==> src/rtl/reg_xfer_pkg.sv <==
// rtl/reg_xfer_pkg.sv - shared FSM encoding and size defaults for the register transfer controller
package reg_xfer_pkg;

  localparam int NREG_DEFAULT = 4;
  localparam int NREQ_DEFAULT = 2;

  typedef enum logic [2:0] {
    ST_IDLE  = 3'd0,
    ST_GRANT = 3'd1,
    ST_DRIVE = 3'd2,
    ST_LOAD  = 3'd3,
    ST_DONE  = 3'd4
  } xfer_state_e;

endpackage

==> src/rtl/rr_arb2.sv <==
// rtl/rr_arb2.sv - two-input round-robin arbiter, one-hot grant, pointer advances on accept
module rr_arb2 (
  input  logic       clk_i,
  input  logic       rst_ni,
  input  logic [1:0] req_i,
  input  logic       accept_i,
  output logic [1:0] gnt_o
);

  // ptr_q = 1 gives requester 1 priority; it points away from the last winner
  logic ptr_q, ptr_d;

  always_comb begin
    gnt_o = 2'b00;
    if (req_i[0] && (!ptr_q || !req_i[1])) begin
      gnt_o = 2'b01;
    end else if (req_i[1]) begin
      gnt_o = 2'b10;
    end
  end

  always_comb begin
    ptr_d = ptr_q;
    if (accept_i && (gnt_o != 2'b00)) begin
      ptr_d = gnt_o[0];
    end
  end

  always_ff @(posedge clk_i or negedge rst_ni) begin
    if (!rst_ni) begin
      ptr_q <= 1'b0;
    end else begin
      ptr_q <= ptr_d;
    end
  end

endmodule

==> src/rtl/reg_xfer_ctrl.sv <==
// rtl/reg_xfer_ctrl.sv - arbitrated register-to-register transfer sequencer on a shared bus
module reg_xfer_ctrl
  import reg_xfer_pkg::*;
#(
  parameter int NREG = NREG_DEFAULT,
  parameter int NREQ = NREQ_DEFAULT
) (
  input  logic                    Clock,
  input  logic                    Reset,
  input  logic [NREQ-1:0]         Req,
  input  logic [$clog2(NREG)-1:0] Src0,
  input  logic [$clog2(NREG)-1:0] Src1,
  input  logic [$clog2(NREG)-1:0] Dst0,
  input  logic [$clog2(NREG)-1:0] Dst1,
  output logic [NREQ-1:0]         Gnt,
  output logic [NREQ-1:0]         Done,
  output logic [$clog2(NREG)-1:0] Bus_Sel,
  output logic [NREG-1:0]         Reg_En,
  output logic                    Busy
);

  localparam int SW = $clog2(NREG);

  xfer_state_e      state_q, state_d;
  logic [NREQ-1:0]  gnt_q, gnt_d;
  logic [NREQ-1:0]  done_q, done_d;
  logic [SW-1:0]    bus_sel_q, bus_sel_d;
  logic [NREG-1:0]  reg_en_q, reg_en_d;
  logic             busy_q, busy_d;
  logic [SW-1:0]    src_q, src_d;
  logic [SW-1:0]    dst_q, dst_d;
  logic             accept;
  logic [1:0]       arb_gnt;

  rr_arb2 u_arb (
    .clk_i    (Clock),
    .rst_ni   (Reset),
    .req_i    (Req[1:0]),
    .accept_i (accept),
    .gnt_o    (arb_gnt)
  );

  // Every output is computed one state ahead and flopped, so nothing leaks from Req/Src/Dst
  always_comb begin
    state_d   = state_q;
    gnt_d     = gnt_q;
    done_d    = '0;
    reg_en_d  = '0;
    bus_sel_d = bus_sel_q;
    src_d     = src_q;
    dst_d     = dst_q;
    accept    = 1'b0;
    case (state_q)
      ST_IDLE: begin
        if (|Req) begin
          state_d = ST_GRANT;
          accept  = 1'b1;
          gnt_d   = arb_gnt;
          src_d   = arb_gnt[1] ? Src1 : Src0;
          dst_d   = arb_gnt[1] ? Dst1 : Dst0;
        end
      end
      ST_GRANT: begin
        state_d   = ST_DRIVE;
        bus_sel_d = src_q;
      end
      ST_DRIVE: begin
        state_d         = ST_LOAD;
        bus_sel_d       = src_q;
        reg_en_d[dst_q] = 1'b1;
      end
      ST_LOAD: begin
        state_d = ST_DONE;
        done_d  = gnt_q;
      end
      ST_DONE: begin
        state_d = ST_IDLE;
        gnt_d   = '0;
      end
      default: begin
        state_d = ST_IDLE;
        gnt_d   = '0;
      end
    endcase
    busy_d = (state_d != ST_IDLE);
  end

  always_ff @(posedge Clock or negedge Reset) begin
    if (!Reset) begin
      state_q   <= ST_IDLE;
      gnt_q     <= '0;
      done_q    <= '0;
      bus_sel_q <= '0;
      reg_en_q  <= '0;
      busy_q    <= 1'b0;
      src_q     <= '0;
      dst_q     <= '0;
    end else begin
      state_q   <= state_d;
      gnt_q     <= gnt_d;
      done_q    <= done_d;
      bus_sel_q <= bus_sel_d;
      reg_en_q  <= reg_en_d;
      busy_q    <= busy_d;
      src_q     <= src_d;
      dst_q     <= dst_d;
    end
  end

  assign Gnt     = gnt_q;
  assign Done    = done_q;
  assign Bus_Sel = bus_sel_q;
  assign Reg_En  = reg_en_q;
  assign Busy    = busy_q;

endmodule

==> config.mk <==
export PLATFORM = sky130hd
export DESIGN_NAME = reg_xfer_ctrl
export DESIGN_NICKNAME = d
export VERILOG_FILES = /design/src/rtl/reg_xfer_pkg.sv /design/src/rtl/rr_arb2.sv /design/src/rtl/reg_xfer_ctrl.sv
export SDC_FILE = /design/constraint.sdc
export NUM_CORES = 1
export LEC_CHECK = 0
export BUFFER_PORTS_ARGS = -buffer_cell sky130_fd_sc_hd__buf_2
export CAP_MARGIN = 20
export CELL_PAD_IN_SITES_DETAIL_PLACEMENT = 1
export CELL_PAD_IN_SITES_GLOBAL_PLACEMENT = 1
export CORE_UTILIZATION = 38
export CTS_CLUSTER_DIAMETER = 80
export CTS_CLUSTER_SIZE = 12
export DETAILED_ROUTE_END_ITERATION = 16
export PLACE_DENSITY_LB_ADDON = 0.1
export SKIP_LAST_GASP = 1
export SLEW_MARGIN = 20
export SYNTH_ARGS = -nofsm -noshare
export SYNTH_HDL_FRONTEND = slang
export SYNTH_HIERARCHICAL = 1
export SYNTH_SLANG_ARGS = --single-unit
==> constraint.sdc <==
create_clock -name Clock -period 1.75 [get_ports Clock]
set_input_delay 0.35 -clock Clock [delete_from_list [all_inputs] [get_ports Clock]]
set_output_delay 0.35 -clock Clock [all_outputs]
set_load 0.1 [all_outputs]
---- Yosys cells after proc, flatten, opt, wreduce, memory -nomap -nowiden ----
Index checks and enable logic that the tools add are counted.
word-level totals
  register bits ........................... 19
  bits of input ports ..................... 12
  output and inout bits ................... 11
  word-level logic and storage cells ...... 44
operators by class
  reduce and logical (&&, ||, !) cells .... 14
  mux-type cells .......................... 14
  bitwise logic cells ..................... 1
  magnitude comparators ................... 2
  eq/ne operators ......................... 4
operators by type and width
  operator                                             number
  two-way mux 2 bit                                    6
  one-hot mux 3 bit (4 select lines)                   1
  equality test 3 x 2 -> 1 bit, second input constant  2
  two-way mux 4 bit                                    1
  one-hot mux 2 bit (2 select lines)                   1
  AND reduction 2 bit                                  2
  OR reduction 2 bit                                   2
  equality test 3 x 1 -> 1 bit, second input constant  1
  logical AND 1 bit                                    3
  logical NOT 3 bit                                    1
  < comparator 2 x 3 -> 1 bit, second input constant   1
  two-way mux 1 bit                                    3
  two-way mux 3 bit                                    1
  nonzero test 3 bit                                   1
  OR reduction 3 bit                                   1
  demux 1 bit (select 2 bit)                           1
  >= comparator 2 x 1 -> 1 bit, second input constant  1
  logical NOT 1 bit                                    2
  != test 2 bit, second input constant                 1
  nonzero test 2 bit                                   1
  logical OR 1 bit                                     1
  inverter 1 bit                                       1

---- Logic depth before layout (Yosys ltp) ----
Gate-level depths: netlist of the first run.
  depth in word-level cells ............... 6
  depth in mapped cells ................... 4
  depth with buffers taken out ............ 4

---- Cells and area by module ----
Netlist of the first run, hierarchy kept.
modules (own cells, without submodules)
  module         area each (sq um)  instances  cells each  seq. area each (sq um)
  reg_xfer_ctrl  725.7              1          52          450.4
  rr_arb2        55.1               1          6           25.0

---- Least setup slack after synthesis of the first run ----
No wires, ideal clock.
  path kind ............................... register -> register
  from .................................... register u_arb.ptr_q
  to ...................................... register dst_q[0]
  cell stages (with the launch flop) ...... 5
  clock period less this slack ............ 1415 ps
  data required time ...................... 1625 ps
  library setup time ...................... 125 ps
  data arrival time ....................... 1290 ps
  path buffers ............................ 0
  slack ................................... 335 ps
  path through ............................ dfrtp_1 inv_1 a21boi_1 mux2_2 mux2_2
on the way
  cells in the longest elaborated chain, start to end .. 5
ends and longest elaborated chain
  item                    RTL line              source
  from (decl)             rr_arb2.sv:11         logic ptr_q, ptr_d;
  from (signal assigned)  rr_arb2.sv:33         ptr_q <= ptr_d;
  logical NOT 1 bit       rr_arb2.sv:15         if (req_i[0] && (!ptr_q || !req_i[1])) begin
  logical OR 1 bit        rr_arb2.sv:15
  logical AND 1 bit       rr_arb2.sv:15
  two-way mux 2 bit       rr_arb2.sv:15
  net arb_gnt[1]          reg_xfer_ctrl.sv:33   logic [1:0] arb_gnt;
  two-way mux 2 bit       reg_xfer_ctrl.sv:60   dst_d = arb_gnt[1] ? Dst1 : Dst0;
  to (signal assigned)    reg_xfer_ctrl.sv:106  dst_q <= dst_d;
  to (decl)               reg_xfer_ctrl.sv:31   logic [SW-1:0] dst_q, dst_d;
The timed path passes the listed nets, and every way through them passes these cells.
A chain may end at the register's enable or synchronous reset.

---- Worst setup path in the final report of the first run ----
  from .................................... register state_q[1]
  to ...................................... register src_q[1]
on the way
  cells in the longest elaborated chain, start to end .. 2
ends and longest elaborated chain
  item                           RTL line              source
  from (decl)                    reg_xfer_ctrl.sv:24   xfer_state_e state_q, state_d;
  from (signal assigned)         reg_xfer_ctrl.sv:99   state_q <= state_d;
  logical NOT 3 bit              reg_xfer_ctrl.sv:53   case (state_q)
  AND reduction 2 bit (no line)  --
  to (signal assigned)           reg_xfer_ctrl.sv:105  src_q <= src_d;
  to (decl)                      reg_xfer_ctrl.sv:30   logic [SW-1:0] src_q, src_d;
Every way passes these cells.

==> run metrics, run 1 <==
CP max stage delay 520 ps; layout cell share with drive strength beyond 1 44.71%; CTS tree yes; syn nets 70; area of the core 1942 sq um; HPWL Detailed 1110 um; Yosys cell types 21; slew at the pin closest to its max-slew limit 488.7 ps; Pre-Repair DR Iteration Count 2; Die H 47.33 um; share of the synthesized area in the top cell type 60.90%; Avg Vias per Cell 4.884; hold buffers post-CTS 1; clk_skew 3.333 ps; CTS buffer count 3; largest area contributor in the netlist dfrtp_1; cell row count 16; Slowest cell on crit path nor4_4; Final Max Tran Viols 0; Worst Reg2Reg Path Length in Cells 2; # fillers 236; outcome completed; Routed Antenna Nets 0; fin nets 98; GRT Total Usage 15.21%; Initial DRC Count 3; Crit. End Element register; clock slew at reported path FFs 100 ps; cell count after synthesis 58; part of the Yosys area used for sequential elements 60.90%; Port Buffer Count 22; r2r setup slk 240 ps; Final Hold Viols 0; Post-DP Area 927.1 sq um; fmax 663.6 MHz; worst-path fanout max 8; Seq. cell area 475.5 sq um; placed cell count 107; synthesized flop and latch total 19; final WL 1480 um; H-tree Lvls 1; # diodes 0; Reg-to-Reg End src_q[1]$_DFFE_PN0P_; Max Cap Viol 0; area delta synth->final 23.40%; IO Pins 23; gr ovfl total 0; die area 2240 sq um; top cells by area, synth dfrtp_1, mux2_2, nor4_4, a21oi_1, nand3b_1; Critical path origin state_q[1]$_DFF_PN0_; post_cts resized 0; Remaining DRCs 0; final instance area 963.4 sq um; WP data required 1930 ps; YS warnings 6; Final Cycle Share 86.11%; GP Congestion 0.6948; HP Class input port to register; WP data arrival 1690 ps; Initial Util 40.21%; crit path kind register to register; reg2reg start state_q[1]$_DFF_PN0_; Setup crit start kind register; Die W 47.33 um; Multi-input gate area 289.0 sq um; WL/cell 13.21 um; initial antenna violation count 0; crit path cell chain nor4_4 -> mux2_2; crit path capture src_q[1]$_DFFE_PN0P_; Post-CTS Setup Inserts 0; final setup fails 0; cell area after synthesis 780.7 sq um; Final min period 1507 ps; clk sinks 19; setup TNS 0 ps; Max-slew headroom 67.64%; largest net degree at the start of global routing 20; Clock Latency Late Sink 280 ps; worst-case clock buffer depth 2; vias in the first global route 482; RSZ-0062 raised after global routing no; Layout Cells excl Fill 112; first-pass GRT wire length 2201 um; clock root cell clkbuf_4; routed vias 547; Mean Syn Cell Area 13.46 sq um
cell type report:
class                      count  share of cell area, %
clock buffer                   4                  2.727
sequential                    19                  49.35
tap                           27                  3.506
multi-input combinational     36                  30.00
timing repair buffer          25                  14.03
inverter                       1                 0.3896
placed cells by master (no fill, tap or decap):
cell           count
nor4_4             1
mux2_2            10
nand3b_1           2
a21boi_0           1
a31oi_1            1
buf_4              2
a21oi_1            4
buf_2             22
inv_1              1
xnor2_1            1
dfrtp_1           19
nand2_1            1
o31ai_1            2
nand2b_1           1
clkbuf_1           1
and2_1             2
and3b_1            1
nor3_1             1
a21boi_1           1
nor2_1             4
clkbuf_4           3
dlygate4sd3_1      1
and4_1             1
nor3b_1            2
state kept, by name, indices dropped and copies added (netlist names):
signal,flops
Reg_En,4
state_q,3
Bus_Sel,2
Done,2
Gnt,2
dst_q,2
src_q,2
Busy,1
u_arb/ptr_q,1
routing by layer:
layer / vias to the layer above / wire length (um) / GRT usage, %
li1: 260 / - / -
met1: 272 / 623 / 16.83
met2: 13 / 787 / 27.40
met3: 2 / 48 / 2.308
met4: 0 / 21 / 8.571
met5: - / 0 / 0
stage by stage:
| step | hold WS, ps | setup WS (ps) | util, % |
|---|---|---|---|
| after floorplan | 54.41 | 334.9 | - |
| after global placement | 309.1 | 259.2 | 47.74 |
| after detailed placement | 311.0 | 223.5 | 47.74 |
| after CTS | 279.0 | 221.8 | 49.61 |
| after global routing | 274.2 | 149.7 | 49.61 |
| final | 282.6 | 243.0 | 49.61 |
synthesized netlist by cell type (all sizes together):
master  count
nor3b       2
nor3        1
a21boi      2
o31ai       2
nand3b      2
nand2       1
dfrtp      19
clkbuf      1
xnor2       1
a31oi       1
buf         1
a21oi       4
and3b       1
mux2       10
nor2        4
and2        2
inv         1
nand2b      1
and4        1
nor4        1
worst max-delay path, delay by kind of cell (launching register included):
family	cells	cell delay (ps)
muxes	1	390
DFF	1	500
and+or+nand+nor	1	520
worst min path at each step:
stage	startpoint	endpoint	cells past startpoint
after global routing	Req[1]	u_arb/ptr_q$_DFFE_PN0P_	2
after floorplan	Reset	Bus_Sel[0]$_DFFE_PN0P_	0
after global placement	Reset	Done[1]$_DFF_PN0_	1
after detailed placement	Reset	Reg_En[3]$_DFF_PN0_	1
final	Req[1]	u_arb/ptr_q$_DFFE_PN0P_	2
after CTS	Req[1]	u_arb/ptr_q$_DFFE_PN0P_	2
kinds of logic (layout without fill, tap and decap cells):
group	after synthesis	in the layout	share of synthesized area [%]
flip-flops	19	19	60.90
AND/OR/NAND/NOR	16	16	14.26
multiplexers	10	10	14.42
AO/OA/AOI/OAI	9	9	7.212
buffers and inverters	3	30	2.083
XOR/XNOR	1	1	1.122
Power of run 1 is left out: the tool's default activity adds up to more than one toggle a clock period on the data nets, which glitch-free logic cannot reach.
==> inputs of run 2 (changes only) <==
--- a/config.mk
+++ b/config.mk
@@ -9,14 +9,13 @@
 export CAP_MARGIN = 20
 export CELL_PAD_IN_SITES_DETAIL_PLACEMENT = 1
 export CELL_PAD_IN_SITES_GLOBAL_PLACEMENT = 1
-export CORE_UTILIZATION = 38
+export CORE_UTILIZATION = 37
 export CTS_CLUSTER_DIAMETER = 80
 export CTS_CLUSTER_SIZE = 12
 export DETAILED_ROUTE_END_ITERATION = 16
-export PLACE_DENSITY_LB_ADDON = 0.1
+export PLACE_DENSITY_LB_ADDON = 0.3
 export SKIP_LAST_GASP = 1
 export SLEW_MARGIN = 20
 export SYNTH_ARGS = -nofsm -noshare
 export SYNTH_HDL_FRONTEND = slang
-export SYNTH_HIERARCHICAL = 1
 export SYNTH_SLANG_ARGS = --single-unit
==> run metrics, run 2 <==
Clock Latency Late Sink 290 ps (about the same); Post-synth EDFFs 0 (unchanged); Max-slew headroom 67.29% (-0.35 points); Final Hold Slack 319.5 ps (+36.94 ps); Port Buffer Count 22 (unchanged); r2r setup slk 410 ps (+170 ps); RSZ-0062 raised after global routing no; Post-CTS Setup Inserts 0 (unchanged); CTS buffer count 3 (unchanged); vias in the first global route 571 (+18%); Setup crit start kind register; initial antenna violation count 0 (unchanged); fmax 694.6 MHz (+4.7%); clock slew at reported path FFs 100 ps (about the same); Min-Delay Endpoint u_arb.ptr_q$_DFFE_PN0P_; Avg Vias per Cell 5.164 (+5.7%); Die H 47.16 um (-0.36%); post_cts resized 0 (unchanged); top layer reached by signal wires met4; part of the Yosys area used for sequential elements 63.02% (+2.1 points); Initial DRC Count 5 (+2); Yosys cell types 24 (+14%); outcome completed; Mean Syn Cell Area 12.79 sq um (-5.0%); HPWL Detailed 1170 um (+5.4%); setup TNS 0 ps (unchanged); Worst Reg2Reg Path Length in Cells 3 (+1); Remaining DRCs 0 (unchanged); cell with the most instances after synthesis dfrtp_1; Hold Path Origin Req[1]; Pre-Repair DR Iteration Count 3 (+1); DR WL met2 737 um (-6.4%); met3 routed WL 44 um (-8.3%); worst-case clock buffer depth 2 (unchanged); GRT Total Usage 17.08% (+1.9 points); reg2reg start state_q[1]$_DFF_PN0_; top_reg_cell synth dfrtp_1; WP data required 1400 ps (-530 ps); clk_skew 5.513 ps (+2.180 ps); WP data arrival 1090 ps (-600 ps); max reg flops 4 (unchanged); clk sinks 19 (unchanged); crit path cell chain buf_2; Die W 47.16 um (-0.36%); CP Buf/Inv Count 1 (+1); Crit. End Element primary output; final setup fails 0 (unchanged); Layout Cells excl Fill 110 (-1.8%); share of the synthesized area in the top cell type 63.02% (+2.1 points); fin util 50.86% (+1.2 points); hold path cells 2 (unchanged); slew at the pin closest to its max-slew limit 494.0 ps (+5.269 ps); final WL 1486 um (+0.41%); YS warnings 0 (-6); Slowest cell on crit path buf_2; CP max stage delay 430 ps (-90 ps); crit path kind register to primary output; Reg-to-Reg End Bus_Sel[1]$_DFFE_PN0P_; Final Max Tran Viols 0 (unchanged); top cells by count, synth dfrtp_1, nor2_1, a21oi_1, a2bb2oi_1, o32ai_1; layout cell share with drive strength beyond 1 37.65% (-7.1 points); placed cell count 105 (-1.9%); die area 2224 sq um (-0.72%); cell count after synthesis 59 (+1.7%); GP Congestion 0.8175 (+18%); cell area after synthesis 754.5 sq um (-3.4%); area delta synth->final 22.72%; # fillers 199 (-16%); ys async rst share 100.0% (unchanged); met1 WL 690 um (+11%); fin nets 98 (unchanged); IO Pins 23 (unchanged); cell row count 15 (-1); syn nets 71 (+1.4%); CTS tree yes; area of the core 1821 sq um (-6.2%); Final Cycle Share 82.27% (-3.8 points); Final Hold Viols 0 (unchanged); WL/cell 13.51 um (+2.2%); Max Cap Viol 0 (unchanged); # diodes 0 (unchanged); commonest non-fill, non-tap cells in the layout buf_2, dfrtp_1, nor2_1; gr ovfl total 0 (unchanged); largest net degree at the start of global routing 20 (unchanged); hold buffers post-CTS 1 (unchanged); HP Class input port to register; clock root cell clkbuf_4; Final min period 1440 ps (-67.25 ps); worst-path fanout max 3 (-5); top cells by area, synth dfrtp_1, a2bb2oi_1, o32ai_1, mux2_2, a21oi_1; Initial Util 41.44% (+1.2 points); most common cell after layout, fill and taps aside buf_2; routed vias 568 (+3.8%); first-pass GRT wire length 2622 um (+19%); CP top delay family buffers and inverters; H-tree Lvls 1 (unchanged); Routed Antenna Nets 0 (unchanged); synthesized flop and latch total 19 (unchanged); largest area contributor in the netlist dfrtp_1
[run 2: cells by family (layout without fill, tap and decap cells)]
family / Yosys count / after routing / synth area share, %
AO/OA/AOI/OAI: 16 / 16 / 16.25
XOR/XNOR: 1 / 1 / 1.161
buffers and inverters: 3 / 29 / 1.991
multiplexers: 2 / 2 / 2.985
AND/OR/NAND/NOR: 18 / 18 / 14.60
flip-flops: 19 / 19 / 63.02
[run 2: area by class of cell]
type	instances	area, sq um	area share, %
Sequential cell	19	475.5	51.35
Clock buffer	3	22.52	2.432
Multi-Input combinational cell	37	264.0	28.51
Timing Repair Buffer	23	120.1	12.97
Inverter	2	7.507	0.8108
Clock inverter	1	5.005	0.5405
Tap cell	25	31.28	3.378
[run 2: worst max path at each step]
stage	end	slack, ps	cells after the start	startpoint
floorplan	Gnt[0]$_DFFE_PN0P_	440	2	Gnt[0]$_DFFE_PN0P_
global placement	Gnt[1]$_DFFE_PN0P_	390	4	Req[0]
detailed placement	Gnt[1]$_DFFE_PN0P_	380	4	Req[0]
CTS	Gnt[0]	300	1	Gnt[0]$_DFFE_PN0P_
global route	Gnt[1]	240	1	Gnt[1]$_DFFE_PN0P_
finish	Gnt[1]	310	1	Gnt[1]$_DFFE_PN0P_
[run 2: per-layer routing]
layer	GRT usage, %	up-vias
met5	0	-
met4	5.143	0
met1	23.15	277
met2	28.61	15
li1	-	274
met3	2.308	2
[run 2: metrics by stage]
stage | cell area (sq um) | setup slack, ps
2_1_floorplan | 754.5 | 442.9
3_3_place_gp | 888.4 | 392.0
3_5_place_dp | 888.4 | 376.3
4_1_cts | 925.9 | 298.5
5_1_grt | 925.9 | 241.9
6_report | 925.9 | 310.3
Power of run 2 is left out for the same reason.
==> inputs of run 3 (changes only) <==
--- a/config.mk
+++ b/config.mk
@@ -9,7 +9,7 @@
 export CAP_MARGIN = 20
 export CELL_PAD_IN_SITES_DETAIL_PLACEMENT = 1
 export CELL_PAD_IN_SITES_GLOBAL_PLACEMENT = 1
-export CORE_UTILIZATION = 37
+export CORE_UTILIZATION = 34
 export CTS_CLUSTER_DIAMETER = 80
 export CTS_CLUSTER_SIZE = 12
 export DETAILED_ROUTE_END_ITERATION = 16
==> constraint.sdc (replaced) <==
create_clock -name Clock -period 1.2 [get_ports Clock]
set_input_delay 0.24 -clock Clock [delete_from_list [all_inputs] [get_ports Clock]]
set_output_delay 0.24 -clock Clock [all_outputs]
set_load 0.1 [all_outputs]
==> run metrics, run 3 (synthesized netlist as in run 2, its figures left out) <==
WP data required 1390 ps (about the same); gr ovfl total 0 (unchanged); worst-case clock buffer depth 2 (unchanged); Final Max Tran Viols 0 (unchanged); final WL 2157 um (+45%); HPWL Detailed 1461 um (+25%); CTS tree yes; Post-DP Area 1150 sq um (+29%); clock slew at reported path FFs 110 ps (about the same); placed cell count 115 (+9.5%); Routed Antenna Nets 0 (unchanged); area delta synth->final 68.49%; routed vias 657 (+16%); worst-path fanout max 3 (unchanged); GRT Total Usage 19.97% (+2.9 points); Final Cycle Share 105.1%; Final min period 1261 ps; final instance area 1271 sq um (+37%); Die W 49.11 um (+4.1%); Initial DRC Count 4 (-1); # diodes 0 (unchanged); Max-slew headroom 71.52% (+4.2 points); outcome finished, violations left; Power Density 3394 nW/um^2; Max Cap Viol 0 (unchanged); RSZ-0062 raised after global routing yes; initial antenna violation count 0 (unchanged); Worst Setup Slack, final -60.81 ps (-371.1 ps); most common cell after layout, fill and taps aside dfrtp_1; max reg flops 4 (unchanged); IO Pins 23 (unchanged); vias in the first global route 722 (+26%); final setup fails 10 (+10); Layout Cells excl Fill 125 (+14%); crit path kind register to register; largest net degree at the start of global routing 20 (unchanged); HP Class input port to register; WP data arrival 1450 ps (+360 ps); GP Congestion 0.7563 (-7.5%); clk sinks 19 (unchanged); fin nets 111 (+13%); die area 2411 sq um (+8.4%); slew at the pin closest to its max-slew limit 427.3 ps (-66.73 ps); clock root cell clkbuf_4; leakage power 0.5717 nW; CTS buffer count 3 (unchanged); Max IR drop VDD 2195 uV; Final Hold Viols 0 (unchanged); H-tree Lvls 1 (unchanged); layout cell share with drive strength beyond 1 59.18% (+22 points); first-pass GRT wire length 3498 um (+33%); clk_skew 3.368 ps (-2.146 ps); Clock Latency Late Sink 300 ps (about the same); WL/cell 17.26 um (+28%); commonest non-fill, non-tap cells in the layout dfrtp_1, buf_12, buf_2; cell row count 16 (+1); Crit. End Element register; Port Buffer Count 22 (unchanged); Setup crit start kind register; fmax 793.1 MHz; Pre-Repair DR Iteration Count 4 (+1); area of the core 2022 sq um (+11%); Remaining DRCs 0 (unchanged); failing checks negative setup slack; Initial Util 37.31% (-4.1 points); Die H 49.11 um (+4.1%); Avg Vias per Cell 5.256 (+1.8%)
## run 3: area by class of cell
class / instances / area [sq um]
Fill cell: 201 / 750.7
Inverter: 2 / 7.507
Timing Repair Buffer: 36 / 406.6
Sequential cell: 19 / 483.0
Clock buffer: 4 / 26.28
Tap cell: 27 / 33.78
Multi-Input combinational cell: 37 / 314.1
## run 3: routing by layer
layer	vias up	track usage [%]	part of all wire, %
li1	295	-	-
met3	8	3.115	4.6
met1	328	22.15	39
met2	26	36.07	54
met5	-	0	0
met4	0	10.78	3.2
## run 3: report_power, final
| group | leakage [nW] | switching, mW | internal [mW] |
|---|---|---|---|
| sequential | 0.226 | 0.312 | 0.915 |
| clock | 0.0150 | 0.200 | 0.130 |
| combinational | 0.331 | 1.49 | 1.26 |
| total | 0.572 | 2.01 | 2.31 |
## run 3: per-stage QoR
stage	setup slack (ps)	power [mW]	utilization (%)	hold WS [ps]	setup TNS, ps
detailed placement	-57.82	3.630	56.87	200.6	-240.1
finish	-60.81	4.315	62.87	246.7	-437.7
floorplan	-9.641	2.660	-	-55.59	-19.28
CTS	-51.80	4.115	60.71	243.9	-235.2
global route	-114.1	4.512	62.87	257.0	-1103
global placement	-6.622	3.544	56.87	193.3	-17.71
## run 3: path summary, 6_finish.rpt
path,cells after the start,slack (ps),startpoint,to
setup reg to reg,3,-60,state_q[0]$_DFF_PN0_,Bus_Sel[0]$_DFFE_PN0P_
setup / recovery,3,-60,state_q[0]$_DFF_PN0_,Bus_Sel[0]$_DFFE_PN0P_
hold / removal,3,250,Src0[0],src_q[0]$_DFFE_PN0P_
max in group asynchronous,2,480,Reset,state_q[1]$_DFF_PN0_
hold reg to reg,1,530,dst_q[0]$_DFFE_PN0P_,Reg_En[0]$_DFF_PN0_
min in group asynchronous,2,400,Reset,Done[0]$_DFF_PN0_
## run 3: repair_timing
item / CTS / global route
setup buffers: 1 / 4
gates resized for setup: 8 / 3
setup endpoints to repair: 11 / 13
cloned: 0 / 0
hold endpoints to repair: 19 / 0
pin swaps: 0 / 2
hold buffers: 1 / 0
## run 3: critical path, stage by stage, from the launching register on
cell and delay (ps):
dfrtp_2 460, xnor2_2 160, nor2_2 210, mux2_4 320
No activity file was read; power rests on OpenSTA's default activity.
